**src/rtl/mole_scheduler.sv**
```systemverilog
// Whack-a-mole game sequencer: spawns pseudo-random moles, scores hits and counts down the game clock.
// Every output is a registered decode of the next state or of next-cycle event flags.
module mole_scheduler #(
    parameter int unsigned GAME_SECONDS = 30,
    parameter int unsigned MOLE_TICKS   = 3,
    parameter int unsigned GAP_TICKS    = 1,
    parameter logic [7:0]  LFSR_SEED    = 8'hA5
) (
    input  logic       clk,
    input  logic       rst,
    input  logic       tick,
    input  logic       start,
    input  logic       hit_valid,
    input  logic [3:0] hit_idx,
    output logic       mole_en,
    output logic [3:0] mole_idx,
    output logic [7:0] score,
    output logic [6:0] time_left,
    output logic       busy,
    output logic       game_over,
    output logic       hit_ok,
    output logic       miss
);

    typedef enum logic [2:0] {
        S_IDLE,
        S_SPAWN,
        S_UP,
        S_GAP,
        S_DONE
    } state_t;

    state_t     r_state;
    logic [7:0] r_lfsr;
    logic [3:0] r_mole_idx;
    logic [7:0] r_score;
    logic [6:0] r_time_left;
    logic [3:0] r_up_cnt;
    logic [3:0] r_gap_cnt;
    logic       r_mole_en;
    logic       r_busy;
    logic       r_game_over;
    logic       r_hit_ok;
    logic       r_miss;

    state_t     w_state;
    logic [7:0] w_lfsr;
    logic [3:0] w_mole_idx;
    logic [7:0] w_score;
    logic [6:0] w_time_left;
    logic [3:0] w_up_cnt;
    logic [3:0] w_gap_cnt;
    logic       w_hit_ok;
    logic       w_miss;
    logic       w_hit_match;
    logic       w_in_game;
    logic       w_next_busy;
    logic [3:0] w_spawn_idx;

    // Feedback from bits 8,6,5,4 of x^8+x^6+x^5+x^4+1; the map is invertible so a nonzero seed never reaches zero.
    assign w_lfsr      = {r_lfsr[6:0], r_lfsr[7] ^ r_lfsr[5] ^ r_lfsr[4] ^ r_lfsr[3]};
    assign w_hit_match = hit_valid && (hit_idx == r_mole_idx);
    assign w_in_game   = (r_state == S_SPAWN) || (r_state == S_UP) || (r_state == S_GAP);
    assign w_spawn_idx = (r_lfsr[3:0] == r_mole_idx) ? (r_lfsr[3:0] + 4'd1) : r_lfsr[3:0];
    assign w_next_busy = (w_state == S_SPAWN) || (w_state == S_UP) || (w_state == S_GAP);

    always_comb begin
        w_state     = r_state;
        w_mole_idx  = r_mole_idx;
        w_score     = r_score;
        w_time_left = r_time_left;
        w_up_cnt    = r_up_cnt;
        w_gap_cnt   = r_gap_cnt;
        w_hit_ok    = 1'b0;
        w_miss      = 1'b0;

        case (r_state)
            S_IDLE, S_DONE: begin
                if (start) begin
                    w_score     = 8'd0;
                    w_time_left = 7'(GAME_SECONDS);
                    w_state     = S_SPAWN;
                end
            end
            S_SPAWN: begin
                w_mole_idx = w_spawn_idx;
                w_up_cnt   = 4'(MOLE_TICKS);
                w_state    = S_UP;
            end
            S_UP: begin
                if (w_hit_match) begin
                    w_score   = (r_score == 8'hFF) ? r_score : r_score + 8'd1;
                    w_hit_ok  = 1'b1;
                    w_gap_cnt = 4'(GAP_TICKS);
                    w_state   = S_GAP;
                end else begin
                    if (hit_valid) begin
                        w_miss = 1'b1;
                    end
                    if (tick) begin
                        if (r_up_cnt == 4'd1) begin
                            w_miss    = 1'b1;
                            w_up_cnt  = 4'd0;
                            w_gap_cnt = 4'(GAP_TICKS);
                            w_state   = S_GAP;
                        end else begin
                            w_up_cnt = r_up_cnt - 4'd1;
                        end
                    end
                end
            end
            S_GAP: begin
                if (tick) begin
                    if (r_gap_cnt == 4'd1) begin
                        w_gap_cnt = 4'd0;
                        w_state   = S_SPAWN;
                    end else begin
                        w_gap_cnt = r_gap_cnt - 4'd1;
                    end
                end
            end
            default: w_state = S_IDLE;
        endcase

        // The game clock runs in every in-game state and its expiry overrides any transition chosen above.
        if (w_in_game && tick) begin
            if (r_time_left == 7'd1) begin
                w_time_left = 7'd0;
                w_state     = S_DONE;
            end else begin
                w_time_left = r_time_left - 7'd1;
            end
        end
    end

    always_ff @(posedge clk) begin
        if (rst) begin
            r_state     <= S_IDLE;
            r_lfsr      <= LFSR_SEED;
            r_mole_idx  <= 4'd0;
            r_score     <= 8'd0;
            r_time_left <= 7'd0;
            r_up_cnt    <= 4'd0;
            r_gap_cnt   <= 4'd0;
            r_mole_en   <= 1'b0;
            r_busy      <= 1'b0;
            r_game_over <= 1'b0;
            r_hit_ok    <= 1'b0;
            r_miss      <= 1'b0;
        end else begin
            r_state     <= w_state;
            r_lfsr      <= w_lfsr;
            r_mole_idx  <= w_mole_idx;
            r_score     <= w_score;
            r_time_left <= w_time_left;
            r_up_cnt    <= w_up_cnt;
            r_gap_cnt   <= w_gap_cnt;
            r_mole_en   <= (w_state == S_UP);
            r_busy      <= w_next_busy;
            r_game_over <= (w_state == S_DONE);
            r_hit_ok    <= w_hit_ok;
            r_miss      <= w_miss;
        end
    end

    assign mole_en   = r_mole_en;
    assign mole_idx  = r_mole_idx;
    assign score     = r_score;
    assign time_left = r_time_left;
    assign busy      = r_busy;
    assign game_over = r_game_over;
    assign hit_ok    = r_hit_ok;
    assign miss      = r_miss;

endmodule

```
**config.mk**
```make
export PLATFORM = sky130hd
export DESIGN_NAME = mole_scheduler
export DESIGN_NICKNAME = d
export VERILOG_FILES = /design/src/rtl/mole_scheduler.sv
export SDC_FILE = /design/constraint.sdc
export NUM_CORES = 1
export LEC_CHECK = 0
export ABC_AREA = 0
export CAP_MARGIN = 40
export CORE_AREA = 2 2 66 68
export CTS_BUF_LIST = sky130_fd_sc_hd__clkbuf_4
export DETAILED_ROUTE_END_ITERATION = 12
export DIE_AREA = 0 0 68 70
export GPL_TIMING_DRIVEN = 0
export PLACE_DENSITY = 0.76
export SYNTH_ARGS = -nofsm -noshare
export SYNTH_HDL_FRONTEND = slang
export SYNTH_SLANG_ARGS = --single-unit
```
**constraint.sdc**
```tcl
create_clock -name clk -period 2.72 [get_ports clk]
set_clock_uncertainty 0.05 [all_clocks]
set_input_delay 0.408 -clock clk [delete_from_list [all_inputs] [get_ports clk]]
set_output_delay 0.408 -clock clk [all_outputs]
set_load 0.02 [all_outputs]
```
==> results of run 1 <==
## placed cells by master, fill, tap and decap left out, types with 6 or more instances in the layout
cell	Yosys	final
dfxtp_1	43	43
clkdlybuf4s50_1	0	32
or3_1	7	7
nor2_1	20	20
xor2_1	9	9
ha_1	8	8
nand3_1	6	6
nand2_1	15	15
nor3_1	10	10
nor2b_1	7	7
a21oi_1	20	20
clkbuf_1	6	6
clkbuf_4	0	6
o21ai_1	7	7
inv_1	13	13
## per-stage QoR
step | hold WS, ns | cells
finish | 0.375 | 339
global route | 0.396 | 339
CTS | 0.382 | 339
detailed placement | 0.354 | 331
global placement | 0.345 | 331
floorplan | 0.339 | 247
## synth_stat cells, types with 6 or more instances
library cell / count
o21ai_1: 7
xor2_1: 9
a21oi_1: 20
nor2_1: 20
nor3_1: 10
or3_1: 7
ha_1: 8
nor2b_1: 7
clkbuf_1: 6
nand2_1: 15
inv_1: 13
dfxtp_1: 43
nand3_1: 6
## final cells by class
| cell class | instances | area [um2] |
|---|---|---|
| buffer | 11 | 57.6 |
| sequential | 43 | 861 |
| timing repair buffer | 32 | 320 |
| clock inverter | 2 | 7.51 |
| inverter | 14 | 52.6 |
| fill | 395 | 1550 |
| multi-input combinational | 179 | 1190 |
| clock buffer | 6 | 45.0 |
| tap | 52 | 65.1 |
## worst max-delay path by stage
stage	startpoint	end	slack, ns	cells past startpoint
final	start	score[7]$_SDFFE_PP0P_	0.77	6
after global routing	hit_idx[3]	r_up_cnt[1]$_SDFFE_PP0P_	0.68	6
after CTS	time_left[0]$_SDFFE_PP0P_	time_left[0]	0.78	1
after detailed placement	start	score[2]$_SDFFE_PP0P_	0.41	7
after global placement	start	score[5]$_SDFFE_PP0P_	0.41	6
after floorplan	score[0]$_SDFFE_PP0P_	score[1]$_SDFFE_PP0P_	0.93	7
## critical path, delay by kind of cell
family	cells	cell delay, ns
AOI/OAI and AO/OA	3	0.47
and+or+nand+nor	2	0.80
buffers and inverters	1	0.51
## power groups by stage
stage / sequential (W) / combinational [W] / clock (W)
5_1_grt: 0.000726 / 0.000374 / 0.000340
6_report: 0.000718 / 0.000340 / 0.000306
2_1_floorplan: 0.000749 / 0.000210 / 0
4_1_cts: 0.000718 / 0.000341 / 0.000315
3_5_place_dp: 0.000731 / 0.000338 / 0
3_3_place_gp: 0.000730 / 0.000334 / 0
## per-layer routing
layer	routed length, um	global-route usage, %
met5	0	0
met4	58	7.33
met3	213	4.83
met2	2220	32.8
met1	2190	29.9
## kinds of logic after synthesis
group                      count (synthesis)
adders and majority gates                  8
AOI/OAI and AO/OA                         59
and+or+nand+nor                           95
muxes                                      3
xor gates and xnor gates                  14
DFF                                       43
buffers and inverters                     25
## flip-flops by register name, summed over array words and instances, names as in the netlist
register / cells
r_up_cnt: 4
score: 8
mole_idx: 4
mole_en: 1
r_lfsr: 8
r_state: 3
r_gap_cnt: 4
miss: 1
hit_ok: 1
time_left: 7
busy: 1
game_over: 1
==> flow_summary.ini, run 1 <==
[timing]
slew_headroom_pct = 41.5
finalHoldViolations = 0
maxSlewViolCount = 0
rsz0062_at_grt = false
tightest_slew_ns = 0.871
setup_viol = 0
finalCritPeriodShare_pct = 71.6
period_minus_slack_ns = 1.95
final.setup.worst_slack_ns = 0.772
final.setup.tns_ns = 0
fmax_mhz = 513

[detailed_routing]
dr.pass1.iters = 4
drt-wirelength-per-cell_um = 13.8
drt_iter0_drc = 59
drt-vias-per-instance = 5.69
drt_wl_total_mm = 4.68
drc_errors = 0
via_count = 1928
ant_nets = 0

[yosys]
syn_nets = 264
synth-edff-count = 0
synth.top_cell.area_share_pct = 39.9
synth_ff_type = dfxtp_1
ys_ff_latch = 43
synth-simple-area-share_pct = 24.5
synth_cell_type_count = 51
synthMuxAreaShare_pct = 1.39
syn_avg_cell_area_um2 = 8.73
async_flop_share_pct = 0
synth-adder-area-share_pct = 4.64
synth_xor_area_share_pct = 5.68
synthCells = 247
ys_warn_count = 0
yosysTopAreaCell = dfxtp_1
synth_area_um2 = 2160
synth-compound-area-share_pct = 18.7
yosys-top-cells-area = dfxtp_1 (40%), a21oi_1 (4.6%), ha_1 (4.6%)
synth_top_family_by_area = simple AND/OR/NAND/NOR gates
seq_area_frac_synth_pct = 39.9

[setup_path]
reg2reg_to = r_gap_cnt[2]$_SDFFE_PP0P_
path_max_fanout = 6
cp.required_ns = 2.96
r2r_slack_ns = 0.84
r2r-start = r_state[0]$_SDFF_PP0_
arrival_ns = 2.19
startpoint_type = input pin
crit_chain = clkdlybuf4s50_1, nor3b_4, o31a_2, o211ai_4, or4_1, a21oi_1
reg2reg_depth = 6
slowest_stage = clkdlybuf4s50_1
worst_path_largest_cell_delay_ns = 0.51
path_class = input pin to register
cp-end-kind = register

[floorplanning]
coreArea_um2 = 4140
die_h_um = 70
num_io_pins = 33
start_util_pct = 52.1
dieArea_um2 = 4760
die_w_um = 68
num_rows = 24

[clock_tree]
clock_sinks = 43
clock_latency_ns = 0.35
clock_path_buffers = 2
post_cts_resized = 0
cts_tree = built
ctsHoldBuffers = 0
cts_setup_buffers = 0
root_buffer = clkbuf_4
h-tree-depth = 2
numCtsBuffers = 5
clkTransAtPathRegs_ns = 0.12

[placement]
io_buffers = 32
dp_hpwl_mm = 3.45
pre_cts_slack_ns = 0.405
gp_congestion = 0.789
place_area_um2 = 2540

[hold_path]
hold_path.class = register to register
hold_path_depth = 1
hold_start = r_lfsr[6]$_SDFF_PP0_
whs_endpoint = r_lfsr[7]$_SDFF_PP1_

[pwr]
power_frac_clock_pct = 22.4
intPower_w = 0.000930
power_w = 0.00136
p_sw_w = 0.000434
pwr-share-seq_pct = 52.7
ir_worst_vdd_mv = 0.241
combPwrFrac_pct = 24.9
p_sw_share_pct = 31.8
power_density_nw_per_um2 = 526
p_leak_nw = 0.927

[finish]
n_antenna_cell = 0
postLayoutCoreUtil_pct = 62.6
stdcell_area_um2 = 2590
nNetsFinal = 303
syn2layout_area_growth_pct = 20.3
drive_gt1_share_pct = 7.67

[global_route]
grt_max_degree = 13
overflow = 0
grt_pass1_wl_mm = 8.02
grt_pass1_vias = 1762
antenna_found_initial = 0
grt_usage_pct = 21.6

[status]
status = finished clean

[run]
maxCapViolations = 0
(Power assumes the default switching activity.)
==> inputs of run 2 (changes only) <==
clock period = 1.9 ns   (was 2.72 ns; I/O delays follow)
==> run 2 against run 1 <==
Global-route usage unchanged. Via count is 0.52% higher. Combinational power grew 51%. Core utilization is 1.6 points higher. Total power increased by 46%. Count of clock-buffer cells in the layout stayed put. Register-to-register slack got worse by 0.73 ns. Sequential share of layout area down 0.73 points. Largest power group unchanged.
==> flow_summary.ini, run 2 (synthesis results as in run 1) <==
[status]
status = finished clean

[clock_tree]
clock_latency_ns = 0.36
numCtsBuffers = 5
clock_path_buffers = 2
h-tree-depth = 2
root_buffer = clkbuf_4
clock_sinks = 43
cts_tree = built
clkTransAtPathRegs_ns = 0.14

[finish]
postLayoutCoreUtil_pct = 64.2
layout.cells.non_filler = 340
mostFrequentLayoutCell = dfxtp_1
syn2layout_area_growth_pct = 23.4
register_area_um2 = 863
drive_gt1_share_pct = 11.8
final_cell_mix = dfxtp_1 (41), clkdlybuf4s50_1 (32), a21oi_1 (20)
nNetsFinal = 304
stdcell_area_um2 = 2660
n_antenna_cell = 0
multi_input_area_um2 = 1240
num-fill-cells = 392

[global_route]
grt_max_degree = 13
antenna_found_initial = 0
grt_usage_pct = 21.6
overflow = 0
grt_pass1_wl_mm = 8.02
grt_pass1_vias = 1762

[detailed_routing]
drt_iter0_drc = 78
drt-wirelength-per-cell_um = 13.9
drc_errors = 0
drt-vias-per-instance = 5.70
via_count = 1938
dr.pass1.iters = 4
drt_wl_total_mm = 4.73
ant_nets = 0

[timing]
finalHoldViolations = 0
fmax_mhz = 550
final.setup.worst_slack_ns = 0.0824
final.setup.tns_ns = 0
finalCritPeriodShare_pct = 95.7
maxSlewViolCount = 0
slew_headroom_pct = 62.1
setup_viol = 0
period_minus_slack_ns = 1.82
tightest_slew_ns = 0.568
rsz0062_at_grt = false

[pwr]
ir_worst_vdd_mv = 0.349
power_density_nw_per_um2 = 747
p_leak_nw = 0.950

[setup_path]
cp-end-kind = output pin
r2r_slack_ns = 0.11
worst_path_largest_cell_delay_ns = 0.66
cp.required_ns = 1.56
slowest_stage = clkdlybuf4s50_1
path_class = register to output pin
crit_chain = clkdlybuf4s50_1
arrival_ns = 1.48
crit_buf_inv = 1
startpoint_type = register
path_max_fanout = 7
cp_top_family = buffers and inverters

[floorplanning]
coreArea_um2 = 4140
num_io_pins = 33
die_h_um = 70
dieArea_um2 = 4760
num_rows = 24
die_w_um = 68
start_util_pct = 52.1

[placement]
io_buffers = 32
gp_congestion = 0.789
pre_cts_slack_ns = -0.292
place_area_um2 = 2540
placed_cells = 331
dp_hpwl_mm = 3.45

[run]
maxCapViolations = 0

[hold_path]
hold_path.class = register to register
## run 2: cell types whose count changed in the layout (fill, tap and decap cells not counted), sizes merged
cell    delta
buf        +2
clkbuf     -1
## run 2: final timing paths
| path | depth (start not counted) | from | to |
|---|---|---|---|
| worst min-delay path | 1 | r_lfsr[6]$_SDFF_PP0_ | r_lfsr[7]$_SDFF_PP1_ |
| worst min register to register | 1 | r_lfsr[6]$_SDFF_PP0_ | r_lfsr[7]$_SDFF_PP1_ |
| worst max-delay path | 1 | time_left[0]$_SDFFE_PP0P_ | time_left[0] |
| worst max register to register | 4 | r_state[1]$_SDFF_PP0_ | r_up_cnt[3]$_SDFFE_PP0P_ |
## run 2: routing by layer
layer,GRT usage (%),vias to the layer above,wire [um]
li1,-,964,-
met2,32.8,56,2200
met1,29.9,911,2200
met4,7.33,0,72
met5,0,-,0
met3,4.83,7,246
## run 2: what timing repair did
action,CTS,global route
hold endpoints to repair,0,0
resized for setup,0,13
endpoints found under the setup margin,0,18
hold buffers,0,0
setup buffers,0,2
## run 2: final cells by class
type	instances	area share, %
Buffer	10	2.07
Clock buffer	6	1.69
Clock inverter	2	0.282
Inverter	14	1.97
Multi-Input combinational cell	179	46.5
Sequential cell	43	32.4
Tap cell	52	2.44
Timing Repair Buffer	34	12.6
## run 2: per-stage QoR
stage,hold WS (ns),total power (W)
3_3_place_gp,0.345,0.00152
5_1_grt,0.396,0.00209
2_1_floorplan,0.339,0.00137
6_report,0.375,0.00199
4_1_cts,0.382,0.00197
3_5_place_dp,0.354,0.00153
## run 2: worst register-to-register path, cell delays in order, from the launching register on
cell,delay (ns)
dfxtp_1,0.49
buf_2,0.26
and4bb_2,0.29
or4b_1,0.49
o32ai_1,0.13
## run 2: report_power, final
part / internal [W] / total, W / switching [W]
logic: 0.000229 / 0.000513 / 0.000285
clock network: 0.000152 / 0.000444 / 0.000292
registers: 0.000963 / 0.00103 / 0.0000674
